--- config.mk ---
export PLATFORM = sky130hd
export DESIGN_NAME = bcd_serial_adder_ctrl_flat
export DESIGN_NICKNAME = d
export VERILOG_FILES = /design/src/rtl/bcd_serial_adder_ctrl_if.sv /design/src/rtl/bcd_serial_adder_ctrl.sv /design/src/flat_wrapper.sv
export SDC_FILE = /design/constraint.sdc
export NUM_CORES = 1
export LEC_CHECK = 0
export ABC_AREA = 1
export BUFFER_PORTS_ARGS = -buffer_cell sky130_fd_sc_hd__buf_4
export CAP_MARGIN = 40
export CORE_ASPECT_RATIO = 0.8
export CORE_MARGIN = 1.5
export CORE_UTILIZATION = 51
export DETAILED_ROUTE_END_ITERATION = 7
export GPL_TIMING_DRIVEN = 0
export PLACE_DENSITY = 0.79
export SLEW_MARGIN = 10
export SYNTH_ARGS = -nofsm -noshare
export SYNTH_HDL_FRONTEND = slang
export SYNTH_SLANG_ARGS = --single-unit
--- constraint.sdc ---
create_clock -name clk -period 1.82 [get_ports clk]
set_clock_uncertainty 0.1 [all_clocks]
set_input_delay 0.182 -clock clk [delete_from_list [all_inputs] [get_ports clk]]
set_output_delay 0.182 -clock clk [all_outputs]
set_load 0.01 [all_outputs]
--- src/rtl/bcd_serial_adder_ctrl_if.sv ---
// Requester-side handshake bundle for the serial BCD adder controller.
// The requester drives start/operands; the controller returns status and result.
interface bcd_serial_adder_ctrl_if #(
   parameter int DIGITS = 4
);
   logic                  start;
   logic [4*DIGITS-1:0]   a;
   logic [4*DIGITS-1:0]   b;
   logic                  cin;
   logic                  busy;
   logic                  done;
   logic [4*DIGITS-1:0]   sum;
   logic                  cout;
   logic                  err;

   modport master (
      output start, a, b, cin,
      input  busy, done, sum, cout, err
   );

   modport slave (
      input  start, a, b, cin,
      output busy, done, sum, cout, err
   );
endinterface

--- src/rtl/bcd_serial_adder_ctrl.sv ---
// Multi-digit BCD adder controller sharing one external one-digit adder.
// Optional operand digit check enabled by defining BCD_INVALID_CHECK_EN.
module bcd_serial_adder_ctrl #(
   parameter int DIGITS = 4
) (
   input  logic                   clk,
   input  logic                   rst_n,
   bcd_serial_adder_ctrl_if.slave bus,
   output logic [3:0]             add_a,
   output logic [3:0]             add_b,
   output logic                   add_cin,
   input  logic [3:0]             add_s,
   input  logic                   add_cout
);
   localparam int IW = (DIGITS > 1) ? $clog2(DIGITS) : 1;

   typedef enum logic [1:0] {
      IDLE,
      ADD,
      DONE
   } state_t;

   state_t                 state;
   state_t                 state_d;
   logic [IW-1:0]          idx;
   logic                   carry;
   logic [DIGITS-1:0][3:0] a_r;
   logic [DIGITS-1:0][3:0] b_r;
   logic [DIGITS-1:0][3:0] sum_r;
   logic                   cout_r;
   logic                   accept;
   logic                   last;
   logic                   bad_ops;

   assign accept = bus.start && (state != ADD);
   assign last   = (idx == IW'(DIGITS - 1));

`ifdef BCD_INVALID_CHECK_EN
   logic err_r;

   function automatic logic any_bad(input logic [4*DIGITS-1:0] v);
      logic r;
      r = 1'b0;
      for (int i = 0; i < DIGITS; i++) begin
         if (v[4*i +: 4] > 4'd9) r = 1'b1;
      end
      return r;
   endfunction

   assign bad_ops = any_bad(bus.a) || any_bad(bus.b);
   assign bus.err = err_r;
`else
   assign bad_ops = 1'b0;
   assign bus.err = 1'b0;
`endif

   always_comb begin
      state_d = state;
      unique case (state)
         IDLE: if (accept) state_d = bad_ops ? DONE : ADD;
         ADD:  if (last) state_d = DONE;
         DONE: begin
            if (accept) state_d = bad_ops ? DONE : ADD;
            else        state_d = IDLE;
         end
         default: state_d = IDLE;
      endcase
   end

   always_comb begin
      add_a   = 4'd0;
      add_b   = 4'd0;
      add_cin = 1'b0;
      if (state == ADD) begin
         add_a   = a_r[idx];
         add_b   = b_r[idx];
         add_cin = carry;
      end
   end

   always_ff @(posedge clk or negedge rst_n) begin
      if (!rst_n) begin
         state  <= IDLE;
         idx    <= '0;
         carry  <= 1'b0;
         a_r    <= '0;
         b_r    <= '0;
         sum_r  <= '0;
         cout_r <= 1'b0;
`ifdef BCD_INVALID_CHECK_EN
         err_r  <= 1'b0;
`endif
      end else begin
         state <= state_d;
         if (accept) begin
            a_r   <= bus.a;
            b_r   <= bus.b;
            carry <= bus.cin;
            idx   <= '0;
`ifdef BCD_INVALID_CHECK_EN
            err_r <= bad_ops;
`endif
            // Rejected operands publish a cleared result alongside err.
            if (bad_ops) begin
               sum_r  <= '0;
               cout_r <= 1'b0;
            end
         end else if (state == ADD) begin
            sum_r[idx] <= add_s;
            carry      <= add_cout;
            if (last) cout_r <= add_cout;
            else      idx    <= idx + 1'b1;
         end
      end
   end

   assign bus.busy = (state == ADD);
   assign bus.done = (state == DONE);
   assign bus.sum  = sum_r;
   assign bus.cout = cout_r;
endmodule

--- src/flat_wrapper.sv ---
// flat-port wrapper written by rule: the top's interface ports become plain ports
module bcd_serial_adder_ctrl_flat 
#(
   parameter int DIGITS = 4
)
  (clk, rst_n, add_a, add_b, add_cin, add_s, add_cout, bus_start, bus_a, bus_b, bus_cin, bus_busy, bus_done, bus_sum, bus_cout, bus_err);
  bcd_serial_adder_ctrl_if #(.DIGITS(DIGITS)) bus_i ();
  input  logic clk;
  input  logic rst_n;
  output logic [3:0] add_a;
  output logic [3:0] add_b;
  output logic add_cin;
  input  logic [3:0] add_s;
  input  logic add_cout;
  input wire logic [$bits(bus_i.start)-1:0] bus_start;
  input wire logic [$bits(bus_i.a)-1:0] bus_a;
  input wire logic [$bits(bus_i.b)-1:0] bus_b;
  input wire logic [$bits(bus_i.cin)-1:0] bus_cin;
  output wire logic [$bits(bus_i.busy)-1:0] bus_busy;
  output wire logic [$bits(bus_i.done)-1:0] bus_done;
  output wire logic [$bits(bus_i.sum)-1:0] bus_sum;
  output wire logic [$bits(bus_i.cout)-1:0] bus_cout;
  output wire logic [$bits(bus_i.err)-1:0] bus_err;
  assign bus_i.start = bus_start;
  assign bus_i.a = bus_a;
  assign bus_i.b = bus_b;
  assign bus_i.cin = bus_cin;
  assign bus_busy = bus_i.busy;
  assign bus_done = bus_i.done;
  assign bus_sum = bus_i.sum;
  assign bus_cout = bus_i.cout;
  assign bus_err = bus_i.err;
  bcd_serial_adder_ctrl #(.DIGITS(DIGITS)) u_core (.clk(clk), .rst_n(rst_n), .bus(bus_i), .add_a(add_a), .add_b(add_b), .add_cin(add_cin), .add_s(add_s), .add_cout(add_cout));
endmodule
# Word-level counts from Yosys, hierarchy flattened
# Cells that the tools add are included.
# word_totals
register_bits	54
output_inout_bits	29
elab_cells	54
# classes
addsub	1
n_lt_le_gt_ge	2
eq_ne	7
mux	19
bitwise	1
reduce_logical	8
# op_table
operator	n
2-to-1 mux 4 bit	5
binary-select mux 4 bit (select 2 bit)	2
bitwise mux 16 bit	1
2-to-1 mux 2 bit	5
demux 4 bit (select 2 bit)	1
!= test 2 x 1 -> 1 bit, second input constant	4
one-hot mux 2 bit (3 select lines)	1
AND reduction 2 bit	3
equality test 2 bit, second input constant	2
2-to-1 mux 1 bit	4
< comparator 2 x 3 -> 1 bit, second input constant	1
AND reduction 3 bit	1
adder 2 x 1 -> 2 bit, second input constant	1
equality test 2 x 1 -> 1 bit, second input constant	1
greater-or-equal comparator 2 x 1 -> 1 bit, second input constant	1
logical AND 1 bit	2
logical NOT 2 bit	1
nonzero test 2 bit	1
inverter 1 bit	1

# Logic depth before layout (Yosys ltp)
# Gate-level depths: netlist of the first run.
# depth
word_depth	5
mapped_depth	8
ltp_nobuf	6

# Worst setup path after synthesis of the first run
# Ideal clock, no wire load.
# synth_timing
kind	flip-flop to flip-flop
start	register u_core.idx[0]
end	register u_core.sum_r, in the netlist u_core.bus.sum[0]
setup_ps	127
arrival_ps	1245
path_slack_ps	349
path_stages_with_launch	8
path_cell_list	dfrtp_1 > buf_2 > inv_2 > buf_2 > ha_1 > nand2_1 > nand2_1 > o21ai_0
# synth_between
elab_chain_cells	5
# synth_lines
element	line_no	text
start, declared	bcd_serial_adder_ctrl.sv:25	logic [IW-1:0] idx;
start signal, assigned	bcd_serial_adder_ctrl.sv:112	else idx <= idx + 1'b1;
< comparator 2 x 3 -> 1 bit (not written as such) or greater-or-equal comparator 2 x 1 -> 1 bit (tied branches)	bcd_serial_adder_ctrl.sv:109	sum_r[idx] <= add_s;
logical AND 1 bit (not written as such)	bcd_serial_adder_ctrl.sv:109	
2-to-1 mux 4 bit (not written as such)	bcd_serial_adder_ctrl.sv:109	
demux 4 bit (select 2 bit) *	n/a	
bitwise mux 16 bit *	bcd_serial_adder_ctrl.sv:109	
end signal, assigned by index	bcd_serial_adder_ctrl.sv:109	
end, declared	bcd_serial_adder_ctrl.sv:29	logic [DIGITS-1:0][3:0] sum_r;
# Mark *: on every way between the ends. The rest lies on a longest branch, timed or not.
# A chain may end at the register's enable or synchronous reset.

# Final worst setup path of the first run
# layout_timing
start	register u_core.idx[0]
end	output port add_b[1]
# layout_between
elab_chain_cells	3
# layout_lines
element	line_no	text
binary-select mux 4 bit (select 2 bit)	bcd_serial_adder_ctrl.sv:76	add_b = b_r[idx];
2-to-1 mux 4 bit (not written as such)	bcd_serial_adder_ctrl.sv:76	
2-to-1 mux 4 bit	bcd_serial_adder_ctrl.sv:74	if (state == ADD) begin
end, declared	flat_wrapper.sv:11	output logic [3:0] add_b;
# Every way passes these cells. The select of a mux whose other input is x is not followed.

==> flow_summary_export.csv, run 1 <==
group,metric,value,unit
status,outcome,"complete, no violations",
logic_synthesis,netlist_area,2430,sq um
logic_synthesis,syn_nets,337,
floorplanning,design.core.area,4570,sq um
cts,clock-sinks,54,
cts,clkLatencyLatePin,300,ps
placed_design,hpwlAfterDp,4.00,mm
critical_path,rr_worst_depth,6,
min_path,worstHoldPathType,"input port to flop",
power_and_ir_drop,comb_power_share,51.2,%
logic_synthesis,synth_top_family_by_area,"simple AND/OR/NAND/NOR gates",
logic_synthesis,ys_seq_elements,54,
sta,maxSlewHeadroom,55.9,%
cells_and_area,area_growth,41.4,%
placed_design,routabilityCongestion,0.817,
floorplanning,pin_count,70,
power_and_ir_drop,switching_share,39.8,%
logic_synthesis,synth-xor-area-share,0,%
power_and_ir_drop,power_density,1650,nW/um^2
critical_path,worstSetupStartpointType,"flop",
route,drc_errors,0,
route,wl_per_cell,13.4,microns
min_path,hold_depth,3,
sta,setup_slack,43.3,ps
cts,cts.clk_slew.worst_paths,90,ps
floorplanning,fp.dieH,64.7,microns
critical_path,path_class,"flop to output pin",
critical_path,worstPathArrival,1490,ps
cells_and_area,finalNetCount,439,
route,firstDrtPassIters,4,
power_and_ir_drop,p_int,3410,uW
logic_synthesis,synth_mux_area_share,0,%
logic_synthesis,synth_fa_ha_area_share,2.06,%
logic_synthesis,syn_area_per_cell,8.32,sq um
sta,whs,9.99,ps
power_and_ir_drop,pwr-share-seq,35.5,%
sta,tightest_slew,662,ps
logic_synthesis,yosys.area_share.simple,19.3,%
placed_design,portBuffers,68,
route,finalWirelength,6.08,mm
logic_synthesis,ys_top_cells_by_area,"dfrtp_1 (56%), nand2_1 (15%), o21ai_0 (9.1%)",
grt,grt_max_degree,55,
logic_synthesis,ys_seq_area_share,55.6,%
power_and_ir_drop,p_switching,2250,uW
logic_synthesis,postSynthCellCount,292,
critical_path,critPathMaxStageDelay,400,ps
logic_synthesis,yosysUniqueCellTypes,19,
cts,clockBufferDepth,2,
logic_synthesis,synth_compound_area_share,12.2,%
sta,setup_viol,0,
job,maxCapViolCount,0,
cts,cts_tree,"done",
route,vias_per_cell,4.98,
sta,fmax,0.563,GHz
critical_path,cp-end-kind,"output pin",
critical_path,cpMaxStageDelayCell,"dfrtp_1",
cts,root_buffer,"clkbuf_8",
power_and_ir_drop,power.total,5670,uW
grt,gr-usage-all-layers,24.6,%
grt,gr-total-overflow,0,
cts,htreeDepth,2,
sta,hold_viol_final,0,
logic_synthesis,yosys.area.top_type_share,55.6,%
critical_path,reg2reg_slack,360,ps
route,first_iter_violations,154,
cells_and_area,layout-drive-gt1-share,25.3,%
critical_path,critPathMaxFanout,10,
placed_design,pre_cts_ws,43.5,ps
power_and_ir_drop,peakVddDrop,1.27,mV
cells_and_area,n_antenna_cell,0,
sta,drv_slew,0,
power_and_ir_drop,p_leak,0.00180,uW
power_and_ir_drop,clkPwrFrac,13.3,%
sta,timing.final.crit_share,97.6,%
grt,grt_pass1_wl,9.66,mm
cells_and_area,layout_commonest_cell,"nand2_1",
grt,grt_pass1_vias,2094,
floorplanning,die_width,80.2,microns
grt,antenna_found_initial,0,
floorplanning,die_area,5190,sq um
logic_synthesis,synth_largest_area_cell,"dfrtp_1",
sta,fin_crit,1780,ps
cts,cts_buffers,5,
cells_and_area,final_cell_mix,"nand2_1 (94), buf_4 (76), dfrtp_1 (54)",
floorplanning,num_rows,22,
logic_synthesis,ys_warn_count,0,
route,vias,2264,
route,ant_nets,0,
critical_path,required,1540,ps
critical_path,path_cells,"buf_6, clkbuf_8, nand2_1, nand3_2, a21oi_2, buf_4",
floorplanning,initial_core_util,53.1,%
[state kept, by name, summed over array words and instances, names as in the netlist]
name / count
u_core.b_r: 16
u_core.a_r: 16
u_core.bus.sum: 16
u_core.carry: 1
u_core.bus.cout: 1
u_core.state: 2
u_core.idx: 2
[cell type report]
type,instances,area (sq um)
buffer,12,110
clock buffer,8,110
fill,356,1130
inverter,44,173
multi-input combinational,181,835
sequential,54,1350
tap,60,75.1
timing repair buffer,96,781
[metrics by stage]
| stage | TNS, ps | cells | instance area, sq um | utilization [%] |
|---|---|---|---|---|
| 6_report | 0 | 455 | 3430 | 75.2 |
| 5_1_grt | -9.55 | 455 | 3430 | 75.2 |
| 4_1_cts | 0 | 453 | 3410 | 74.6 |
| 3_5_place_dp | 0 | 420 | 3010 | 66.0 |
| 3_3_place_gp | 0 | 420 | 3010 | 66.0 |
| 2_1_floorplan | 0 | 292 | 2430 | - |
[power by group through the flow]
stage	logic, uW	registers, uW	clock network, uW
after floorplan	1530	2070	0
after global placement	2570	2010	0
after detailed placement	2650	2030	0
after CTS	2820	2010	765
after global routing	3210	2060	823
final	2900	2010	754
[logic make-up (layout without fill, tap and decap cells)]
| group | after synthesis | count (layout) |
|---|---|---|
| DFF | 54 | 54 |
| and+or+nand+nor | 117 | 117 |
| other | 1 | 1 |
| buffers and inverters | 57 | 160 |
| adders and majority gates | 4 | 4 |
| AOI/OAI and AO/OA | 59 | 59 |
[repair_timing]
| action | CTS | global route |
|---|---|---|
| hold buffers | 24 | 0 |
| hold endpoints to repair | 77 | 0 |
| buffers inserted | 1 | 3 |
| gates resized for setup | 12 | 6 |
| pin swaps | 1 | 1 |
| gates cloned | 0 | 0 |
| setup endpoints to repair | 8 | 9 |
[cells in the mapped netlist (all sizes together)]
cell	n
nand2	95
dfrtp	54
o21ai	51
inv	43
nand3	19
buf	10
a21oi	8
ha	4
clkbuf	3
nor2	3
clkinv	1
conb	1
[routing by layer]
layer / vias up / track usage [%] / part of all wire [%]
met4: 0 / 8.19 / 1.5
met5: - / 0 / 0
met2: 59 / 41.5 / 50
li1: 1105 / - / -
met1: 1089 / 32.1 / 44
met3: 11 / 4.51 / 4.3
[final timing paths]
kind	start	to
min	bus_a[0]	u_core.a_r[0]$_DFFE_PN0P_
max reg2reg	u_core.idx[0]$_DFFE_PN0P_	u_core.bus.sum[3]$_DFFE_PN0P_
max in group asynchronous	rst_n	u_core.idx[0]$_DFFE_PN0P_
max	u_core.idx[0]$_DFFE_PN0P_	add_b[1]
min reg2reg	u_core.bus.sum[13]$_DFFE_PN0P_	u_core.bus.sum[13]$_DFFE_PN0P_
min in group asynchronous	rst_n	u_core.bus.sum[13]$_DFFE_PN0P_
[critical path: cells and delay by family (launching register included)]
kind            cells  cell delay [ps]
compound gates      1              170
flops               1              400
buf+inv             3              450
simple gates        2              180
Note: power is estimated with default switching activity, not from simulation.
==> run 2, diff against run 1 <==
CORE_UTILIZATION = 53   (was 51)
CTS_BUF_LIST = sky130_fd_sc_hd__clkbuf_2   (was default)
PLACE_DENSITY = 0.81   (was 0.79)
==> run 2 against run 1 <==
Net effect:
- the run now ends with negative setup slack left
- final cell count rose by 4.0%
- combinational power rose by 44%
- total power rose by 19%
- global-route usage rose by 10 points
- hold slack improved by 130 ps
- critical endpoint is now add_a[0]
- largest power group unchanged
==> flow_summary_export.csv, run 2 (synthesis gave the netlist of run 1 again) <==
group,metric,value,unit
power_and_ir_drop,comb_power_share,62.1,%
route,drc_errors,0,
status,violations,"negative setup slack",
sta,setup_viol,8,
power_and_ir_drop,p_int,3590,uW
critical_path,critPathMaxFanout,5,
cells_and_area,fin_util,90.9,%
cells_and_area,n_antenna_cell,0,
sta,hold_viol_final,0,
route,first_iter_violations,340,
min_path,worstHoldPathType,"input port to async pin",
sta,drv_slew,0,
power_and_ir_drop,peakVddDrop,1.24,mV
cells_and_area,final_cell_mix,"buf_4 (76), nand2_1 (72), dfrtp_1 (54)",
cts,cts.clk_slew.worst_paths,270,ps
critical_path,worstPathArrival,1710,ps
sta,setup_slack,-174,ps
cts,clkLatencyLatePin,460,ps
floorplanning,die_area,5000,sq um
floorplanning,pin_count,70,
cells_and_area,final_area,3890,sq um
grt,gr-total-overflow,0,
grt,grt_max_degree,55,
critical_path,worstSetupStartpointType,"flop",
route,wl_per_cell,18.8,microns
floorplanning,initial_core_util,56.7,%
sta,fmax,0.502,GHz
power_and_ir_drop,pwr-share-seq,31.0,%
status,outcome,"finished with violations",
grt,gr-usage-all-layers,34.8,%
cts,root_buffer,"clkbuf_2",
grt,grt_pass1_wl,12.9,mm
cells_and_area,fillers,167,
route,vias,2675,
cts,htreeDepth,2,
power_and_ir_drop,p_switching,3130,uW
sta,whs,145,ps
cts,clockBufferDepth,2,
power_and_ir_drop,clkPwrFrac,6.9,%
placed_design,hpwlAfterDp,4.05,mm
power_and_ir_drop,p_leak,0.00197,uW
power_and_ir_drop,switching_share,46.6,%
power_and_ir_drop,power_density,1730,nW/um^2
sta,fin_crit,1990,ps
critical_path,cp_num_buf_inv,3,
placed_design,portBuffers,68,
route,firstDrtPassIters,6,
cells_and_area,layout_commonest_cell,"buf_4",
cts,cts_buffers,5,
floorplanning,num_rows,21,
cells_and_area,layout-drive-gt1-share,35.3,%
critical_path,cp-end-kind,"output pin",
cells_and_area,finalNetCount,462,
cells_and_area,area_growth,60.3,%
critical_path,critical_path.most_common_cell,"buf_6",
critical_path,critPathMaxStageDelay,460,ps
job,maxCapViolCount,0,
floorplanning,fp.dieH,63.5,microns
placed_design,placed_area,3010,sq um
sta,tns,-1120,ps
cts,cts_tree,"done",
route,finalWirelength,8.90,mm
placed_design,routabilityCongestion,0.821,
critical_path,critPathTopFamily,"flip-flops",
sta,tightest_slew,670,ps
critical_path,path_cells,"buf_6, clkbuf_8, nand2_2, nand3_2, a21oi_4, buf_6",
critical_path,cpMaxStageDelayCell,"dfrtp_1",
critical_path,path_class,"flop to output pin",
floorplanning,design.core.area,4280,sq um
critical_path,required,1540,ps
cts,clock-sinks,54,
route,ant_nets,0,
grt,antenna_found_initial,0,
sta,timing.final.crit_share,110,%
route,vias_per_cell,5.66,
grt,grt_pass1_vias,2661,
sta,maxSlewHeadroom,55.4,%
sta,grt_setup_unrepaired,"yes",
floorplanning,die_width,78.7,microns
[run 2: cell types whose count changed in the layout (fill, tap and decap cells not counted), sizes merged]
cell and change:
dlygate4sd3 +16, clkinv +2, buf +7, inv -1, clkbuf -3
[run 2: power groups by stage]
stage / logic, uW / clock network (uW) / registers [uW]
finish: 4170 / 464 / 2080
detailed placement: 2660 / 0 / 2020
global placement: 2570 / 0 / 2000
CTS: 3520 / 433 / 1990
floorplan: 1530 / 0 / 2070
global route: 4430 / 487 / 2100
[run 2: through the flow]
stage          instances  setup slack, ps  total power, uW
6_report             473             -174             6720
5_1_grt              473             -227             7020
4_1_cts              472            -68.4             5940
3_5_place_dp         417             33.5             4690
3_3_place_gp         417             55.9             4580
2_1_floorplan        292              349             3610
[run 2: worst reg2reg max path, stage by stage, from the launching register on]
cell     delay [ps]
dfrtp_1         440
buf_6           160
inv_8            50
buf_16          140
buf_4           150
ha_1            190
nand2_1         230
nand2_1         110
o21ai_0          90
[run 2: worst paths after layout]
| path | start | to | slack, ps | depth (start not counted) |
|---|---|---|---|---|
| max | u_core.idx[0]$_DFFE_PN0P_ | add_a[0] | -170 | 6 |
| min | rst_n | u_core.a_r[1]$_DFFE_PN0P_ | 140 | 2 |
| max reg2reg | u_core.idx[0]$_DFFE_PN0P_ | u_core.bus.sum[3]$_DFFE_PN0P_ | 110 | 8 |
| min reg2reg | u_core.bus.sum[15]$_DFFE_PN0P_ | u_core.bus.sum[15]$_DFFE_PN0P_ | 430 | 2 |
| max in group asynchronous | rst_n | u_core.b_r[3]$_DFFE_PN0P_ | 1030 | 2 |
| min in group clk | bus_b[12] | u_core.b_r[12]$_DFFE_PN0P_ | 340 | 4 |
[run 2: metal layers]
metal | routed length, microns | vias to the layer above | global-route usage (%) | share of wire (%)
met3 | 900 | 54 | 6.96 | 10
met1 | 3270 | 1257 | 42.1 | 37
met4 | 482 | 0 | 20.5 | 5.4
li1 | - | 1152 | - | -
met5 | 0 | - | 0 | 0
met2 | 4250 | 212 | 57.4 | 48
[run 2: timing repair]
item | 4_1_cts | 5_1_grt
setup buffers | 7 | 0
gates resized for setup | 64 | 28
pin swaps | 18 | 7
endpoints found under the hold margin | 107 | 0
endpoints found under the setup margin | 9 | 9
gates cloned | 2 | 1
hold buffers | 40 | 0
[run 2: cell type report]
cell class	count	area, sq um	area share, %
plain buffers	13	146	3.76
clock buffers	5	25.0	0.643
clock inverters	1	3.75	0.0964
inverters	44	178	4.56
multi-input cells	181	1090	28.1
flip-flops and latches	54	1350	34.7
well taps	57	71.3	1.83
repair buffers	118	1020	26.3
